[src/rtl/sbox_replacer_pkg.sv]
// rtl/sbox_replacer_pkg.sv - Magma S-box tables and round constants
package sbox_replacer_pkg;

  // Magma round geometry, shared with the round unit
  localparam int unsigned R_WIDTH   = 32;
  localparam int unsigned SHIFT_VAL = 11;

  // Nibble geometry of the substitution layer
  localparam int unsigned NIB_W     = 4;
  localparam int unsigned N_TABLES  = 8;

  // PI[t][v]: table t applied to nibble positions t, t+8, t+16, ...
  localparam logic [3:0] PI [0:7][0:15] = '{
    '{4'hC, 4'h4, 4'h6, 4'h2, 4'hA, 4'h5, 4'hB, 4'h9,
      4'hE, 4'h8, 4'hD, 4'h7, 4'h0, 4'h3, 4'hF, 4'h1},
    '{4'h6, 4'h8, 4'h2, 4'h3, 4'h9, 4'hA, 4'h5, 4'hC,
      4'h1, 4'hE, 4'h4, 4'h7, 4'hB, 4'hD, 4'h0, 4'hF},
    '{4'hB, 4'h3, 4'h5, 4'h8, 4'h2, 4'hF, 4'hA, 4'hD,
      4'hE, 4'h1, 4'h7, 4'h4, 4'hC, 4'h9, 4'h6, 4'h0},
    '{4'hC, 4'h8, 4'h2, 4'h1, 4'hD, 4'h4, 4'hF, 4'h6,
      4'h7, 4'h0, 4'hA, 4'h5, 4'h3, 4'hE, 4'h9, 4'hB},
    '{4'h7, 4'hF, 4'h5, 4'hA, 4'h8, 4'h1, 4'h6, 4'hD,
      4'h0, 4'h9, 4'h3, 4'hE, 4'hB, 4'h4, 4'h2, 4'hC},
    '{4'h5, 4'hD, 4'hF, 4'h6, 4'h9, 4'h2, 4'hC, 4'hA,
      4'hB, 4'h7, 4'h8, 4'h1, 4'h4, 4'h3, 4'hE, 4'h0},
    '{4'h8, 4'hE, 4'h2, 4'h5, 4'h6, 4'h9, 4'h1, 4'hC,
      4'hF, 4'h4, 4'hB, 4'h0, 4'hD, 4'hA, 4'h3, 4'h7},
    '{4'h1, 4'h7, 4'hE, 4'hD, 4'h0, 4'h5, 4'h8, 4'h3,
      4'h4, 4'hF, 4'hA, 4'h6, 4'h9, 4'hC, 4'hB, 4'h2}
  };

endpackage

[src/rtl/sbox_replacer_if.sv]
// rtl/sbox_replacer_if.sv - data/valid bundle between round unit and S-box stage
interface sbox_replacer_if
  import sbox_replacer_pkg::*;
#(
  parameter int W = sbox_replacer_pkg::R_WIDTH
);

  logic         valid_i;
  logic [W-1:0] data_i;
  logic         valid_o;
  logic [W-1:0] data_o;

  // Producer side: drives the word to substitute, observes the result
  modport master (
    output valid_i,
    output data_i,
    input  valid_o,
    input  data_o
  );

  // S-box stage side
  modport slave (
    input  valid_i,
    input  data_i,
    output valid_o,
    output data_o
  );

endinterface

[src/rtl/sbox_replacer_sbox4.sv]
// rtl/sbox_replacer_sbox4.sv - single 4-bit Magma substitution lookup
module sbox_replacer_sbox4
  import sbox_replacer_pkg::*;
#(
  parameter int unsigned IDX = 0
) (
  input  logic [3:0] nib_i,
  output logic [3:0] nib_o
);

  if (IDX >= N_TABLES) begin : g_bad_idx
    $error("sbox_replacer_sbox4: IDX must be 0..7");
  end

  // Pure table lookup; IDX is constant so only the 16:1 mux remains
  assign nib_o = PI[IDX][nib_i];

endmodule

[src/rtl/sbox_replacer.sv]
// rtl/sbox_replacer.sv - Magma nibble-wise S-box layer with optional output register
module sbox_replacer
  import sbox_replacer_pkg::*;
#(
  parameter int R_WIDTH = sbox_replacer_pkg::R_WIDTH,
  parameter bit OUT_REG = 1'b0
) (
  input  logic           clk_i,
  input  logic           aresetn_i,
  sbox_replacer_if.slave bus
);

  localparam int N_NIB = R_WIDTH / 4;

  if (R_WIDTH <= 0 || (R_WIDTH % 4) != 0) begin : g_bad_width
    $error("sbox_replacer: R_WIDTH must be a positive multiple of 4");
  end

  logic [R_WIDTH-1:0] data_d;
  logic               valid_d;

  // Each nibble is independent; tables repeat every eight nibbles
  for (genvar g = 0; g < N_NIB; g++) begin : g_nib
    sbox_replacer_sbox4 #(
      .IDX (g % 8)
    ) u_sbox4 (
      .nib_i (bus.data_i[4*g +: 4]),
      .nib_o (data_d[4*g +: 4])
    );
  end

  assign valid_d = bus.valid_i;

  if (OUT_REG) begin : g_reg
    logic [R_WIDTH-1:0] data_q;
    logic               valid_q;

    // Unconditional output register; async reset clears it mid-stream too
    always_ff @(posedge clk_i or negedge aresetn_i) begin
      if (!aresetn_i) begin
        data_q  <= '0;
        valid_q <= 1'b0;
      end else begin
        data_q  <= data_d;
        valid_q <= valid_d;
      end
    end

    assign bus.data_o  = data_q;
    assign bus.valid_o = valid_q;
  end else begin : g_comb
    // Combinational build has no state, so clock and reset are sunk here
    logic unused_clk_rst;
    assign unused_clk_rst = &{1'b0, clk_i, aresetn_i};

    assign bus.data_o  = data_d;
    assign bus.valid_o = valid_d;
  end

endmodule

[src/flat_wrapper.sv]
// flat-port wrapper written by rule: the top's interface ports become plain ports
module sbox_replacer_flat import sbox_replacer_pkg::*;
#(
  parameter int R_WIDTH = sbox_replacer_pkg::R_WIDTH,
  parameter bit OUT_REG = 1'b0
)
  (clk_i, aresetn_i, bus_valid_i, bus_data_i, bus_valid_o, bus_data_o);
  sbox_replacer_if #(.W(32)) bus_i ();
  input  logic clk_i;
  input  logic aresetn_i;
  input wire logic [$bits(bus_i.valid_i)-1:0] bus_valid_i;
  input wire logic [$bits(bus_i.data_i)-1:0] bus_data_i;
  output wire logic [$bits(bus_i.valid_o)-1:0] bus_valid_o;
  output wire logic [$bits(bus_i.data_o)-1:0] bus_data_o;
  assign bus_i.valid_i = bus_valid_i;
  assign bus_i.data_i = bus_data_i;
  assign bus_valid_o = bus_i.valid_o;
  assign bus_data_o = bus_i.data_o;
  sbox_replacer #(.R_WIDTH(R_WIDTH), .OUT_REG(OUT_REG)) u_core (.clk_i(clk_i), .aresetn_i(aresetn_i), .bus(bus_i));
endmodule
[config.mk]
export PLATFORM = sky130hd
export DESIGN_NAME = sbox_replacer_flat
export DESIGN_NICKNAME = d
export VERILOG_FILES = /design/src/rtl/sbox_replacer_pkg.sv /design/src/rtl/sbox_replacer_if.sv /design/src/rtl/sbox_replacer_sbox4.sv /design/src/rtl/sbox_replacer.sv /design/src/flat_wrapper.sv
export SDC_FILE = /design/constraint.sdc
export NUM_CORES = 1
export LEC_CHECK = 0
export ABC_CLOCK_PERIOD_IN_PS = 2000
export CAP_MARGIN = 15
export CORE_MARGIN = 1.5
export CORE_UTILIZATION = 38
export DETAILED_ROUTE_END_ITERATION = 12
export PLACE_DENSITY = 0.78
export REMOVE_ABC_BUFFERS = 1
export SYNTH_ARGS = -nofsm -noshare
export SYNTH_HDL_FRONTEND = slang
export SYNTH_SLANG_ARGS = --single-unit
[constraint.sdc]
create_clock -name vclk -period 2
set_input_delay 0.6 -clock vclk [all_inputs]
set_output_delay 0.6 -clock vclk [all_outputs]
set_load 0.05 [all_outputs]
==> results.md, run 1 <==
- The flow did not finish.
- It got as far as 4_1_cts and failed there.
- The tool reported: "[ERROR DPL-0038] Utilization greater than 100%, impossible to legalize".
- In this run, post-CTS hold repair placed 0 buffers.
- For this run, the register share of the synthesized area comes to 0.
- The number of distinct library cells after synthesis is 31.
- The cell area after placement is 0.00269 mm^2.
- The synthesized design spends more area on one cell type than any other, namely sky130_fd_sc_hd__ha_1.
- Sorting the synthesized cells by how often they occur yields 44 x sky130_fd_sc_hd__ha_1, 27 x sky130_fd_sc_hd__inv_1, 19 x sky130_fd_sc_hd__a21oi_1.
- The horizontal die dimension is 64.3 um.
- The post-synthesis instance total is roughly 180.
- Gates resized during post-CTS repair numbered 381.
- The initial standard-cell utilization of the core is 0.393.
- The number of setup buffers added after CTS is 11.
- After synthesis, the mean cell area works out to around 7.8 um^2.
- The dominant cell by count in the synthesized netlist is sky130_fd_sc_hd__ha_1.
- The Yosys step of the flow raised 0 warnings.
- The floorplan die height is roughly 64 um.
- The placed wire-length estimate is between 3000 and 4000 um.
- By area the synthesized netlist is led by sky130_fd_sc_hd__ha_1 39%, sky130_fd_sc_hd__mux4_2 11%, sky130_fd_sc_hd__inv_1 7.1%.
- The area share of the leading cell type in the synthesized netlist is 0.385.
- The boundary pin count is 68.
- The congestion estimate from routability-driven global placement came to ~0.85.
- The cell area after synthesis is 0.00143 mm^2.
- The row count is 22.
- During placement, the flow inserted port buffers numbering 64.
-- cells by family after synthesis --
group / synth area share
adder cells (fa/ha/maj): 0.393
buffers and inverters: 0.102
AO/OA/AOI/OAI: 0.189
AND/OR/NAND/NOR: 0.128
XOR/XNOR: 0.00613
multiplexers: 0.181
-- stage by stage --
step | std cells | utilization | setup slack [ps]
global placement | 336 | 0.740 | -709
floorplan | 175 | - | -1070
detailed placement | 336 | 0.740 | -788
==> inputs of run 2 (changes only) <==
Settings changed: ABC_CLOCK_PERIOD_IN_PS 2000 to 2600, CORE_UTILIZATION 38 to 23, PLACE_DENSITY 0.78 to unset, PLACE_DENSITY_LB_ADDON set to 0.15.
Clock period 2 ns to 2.6 ns, I/O delays scaled along.
==> run 2 against run 1 <==
Against the previous run: the flow now finishes, with violations (negative setup slack); synthesized cell count unchanged; area after synthesis unchanged.
==> results.md, run 2 <==
- The largest area contributor in the netlist is sky130_fd_sc_hd__ha_1.
- The startpoint type of the worst setup path is an input port.
- The ratio of cells with drive above 1 in the final layout is 0.622.
- Dividing the detail-routed via count by the number of cells gives 4.49.
- The post-route setup TNS is -9.99 ps.
- The number of distinct library cells after synthesis is 31 (unchanged).
- The worst setup timing slack at the placement stage is -512 ps (+276 ps).
- After routing the design area is 0.00328 mm^2.
- Counting the clock-network buffers in the layout gives 0.
- The critical path in this run is classified as input port to output port.
- The number of sequential storage elements is 0.
- The core outline area is about 0.006 mm^2.
- The number of buffers inserted by port buffering is 64 (unchanged).
- Final hold analysis gives a worst-case slack of between 1500 and 2000 ps.
- In the final routed layout, each cell accounts on average for around 11 um.
- The DRC violation count after routing is 0.
- The starting DRC count in detailed routing is 14.
- Across all setup checks in the final design, the least slack found is -5.33 ps.
- The final hold violation count is 0.
- The number of warning messages in the yosys log is 0 (unchanged).
- The post-layout minimum cycle time is approximately 2600 ps.
- The fraction of the cycle the final worst path needs is 1.00.
- For this run, the number of standard cells in the final layout without fillers is roughly 370.
- The post-synthesis average cell area came to 7.81 um^2 (unchanged).
- The final count of pins violating max slew is 0.
- The required time at the worst-slack endpoint is about 1800 ps.
- The horizontal die dimension was 81.8 um (+27%).
- Of all nets on the critical path, the largest fanout is 2.
- The via count of the first global-routing pass is about 1600.
- The first global-routing pass estimated ~6600 um of wire.
- Sorting the synthesized cells by how often they occur yields 44 x sky130_fd_sc_hd__ha_1, 27 x sky130_fd_sc_hd__inv_1, 19 x sky130_fd_sc_hd__a21oi_1.
- The placed wire-length estimate is 3090 um (-11%).
- The row count is 28 (+27%).
- The initial standard-cell utilization of the core is 0.240 (-0.153).
- The detail route stage leaves a number of antenna-violating nets equal to 0.
- Leaving out fill and tap cells, the most frequent cells in the layout are 42 x sky130_fd_sc_hd__buf_4, 23 x sky130_fd_sc_hd__ha_1, 19 x sky130_fd_sc_hd__buf_12.
- The routed layout has about 1700 vias.
- The tool flagged a number of max-cap violations equal to 0.
- Across every metal layer, demand over resource in global routing totals 0.118.
- The routability-driven placement congestion ratio came to 0.815 (-4.6%).
- Entering global routing, the biggest net connects 10 pins.
- The cell area after synthesis is 0.00143 mm^2 (unchanged).
- sky130_fd_sc_hd__ha_1 is the most common cell in the netlist.
- The part of the Yosys area used for sequential elements is 0 (unchanged).
- The total of fill cells in the finished design is between 500 and 600.
- Leaving out fill and tap cells, the most frequent cell in the layout is sky130_fd_sc_hd__buf_4.
- The signal arrival time at the worst endpoint is roughly 1800 ps.
- Global routing finished with a remaining overflow of 0.
- The area share of the leading cell type in the synthesized netlist is 0.385 (unchanged).
- Summing all multi-input logic gate instances after layout gives about 0.0016 mm^2.
- At the pin with the least slew margin, the transition time is roughly 270 ps.
- The floorplan die height was 81.8 um (+27%).
- The boundary pin count is 68 (unchanged).
- The initial antenna violation count is 0.
- The maximum vdd drop is 0.154 mV.
- The power density over cell area is ~240 mW/mm^2.
- The final reports fail on negative setup slack.
- For this design the static power due to leakage is 0.00150 uW.
- The post-synthesis instance total is 183 (unchanged).
- Setup repair after global routing could not meet its margin everywhere.
- Summed over all layers, the routed wires come to 4070 um.
- The worst-case headroom to the max-slew limit is 0.815.
- The first detailed-routing pass ran for 3 iterations.
- The die covers 0.00669 mm^2.
- The synthesis-to-finish area growth is 130%.
- The number of diodes is 0.
- The number of setup violations in the final report is 2.
- The tightest min-delay check is of the input port to output port type.
- In the post-synthesis netlist, the biggest area contributors are sky130_fd_sc_hd__ha_1 39%, sky130_fd_sc_hd__mux4_2 11%, sky130_fd_sc_hd__inv_1 7.1%.
- The cell area after placement is 0.00273 mm^2 (+1.5%).
- The footprint of the flip-flops and latches is 0 um^2.
- Timing would allow up to 384 MHz.
- The run finished, with violations left.
- The placed instance count is 364 (+8.3%).
- In the final design database the tool counted about 380 nets.
- STA classifies the critical path endpoint as an output port.
==> run 2: cell counts after synthesis <==
No cell type changed its count.
==> run 2: power breakdown <==
group	total, uW	internal, uW	switching [uW]
sequential	0	0	0
clock	0	0	0
combinational	803	401	402
==> run 2: area by class of cell <==
type	instances	share of cell area
inverters	28	0.0412
multi-input cells	147	0.500
well taps	75	0.0286
repair buffers	119	0.430
==> run 2: per-stage QoR <==
| step | power [uW] | utilization |
|---|---|---|
| floorplan | 317 | - |
| detailed placement | 689 | 0.458 |
| finish | 803 | 0.551 |
| CTS | 789 | 0.533 |
| global placement | 686 | 0.458 |
| global route | 850 | 0.551 |
==> run 2: logic make-up after synthesis <==
kind of cell | synth area share
AOI/OAI and AO/OA | 0.189
xor gates and xnor gates | 0.00613
adders and majority gates | 0.393
buffers and inverters | 0.102
muxes | 0.181
and+or+nand+nor | 0.128
==> run 2: path summary, 6_finish.rpt <==
check,from,end,slack [ps],cells past startpoint
worst max-delay path,bus_data_i[13],bus_data_o[12],-5,6
worst min-delay path,bus_valid_i,bus_valid_o,1560,0
==> run 2: worst max-delay path, cell delays in order <==
cell and delay (ps):
sky130_fd_sc_hd__buf_8 80, sky130_fd_sc_hd__inv_6 30, sky130_fd_sc_hd__ha_4 250, sky130_fd_sc_hd__inv_2 30, sky130_fd_sc_hd__mux4_2 470, sky130_fd_sc_hd__buf_8 170
==> run 2: layer usage <==
| layer | vias up | wire [um] | track usage |
|---|---|---|---|
| met2 | 32 | 2170 | 0.232 |
| li1 | 859 | - | - |
| met5 | - | 0 | 0 |
| met3 | 0 | 163 | 0.00778 |
| met1 | 766 | 1740 | 0.147 |
| met4 | 0 | 0 | 0 |
==> run 2: timing repair <==
item | CTS | global route
resized for setup | 207 | 43
hold buffers | 0 | 0
buffers inserted | 6 | 0
pin swaps | 19 | 7
setup endpoints to repair | 32 | 22
Note: power is estimated with default switching activity, not from simulation.
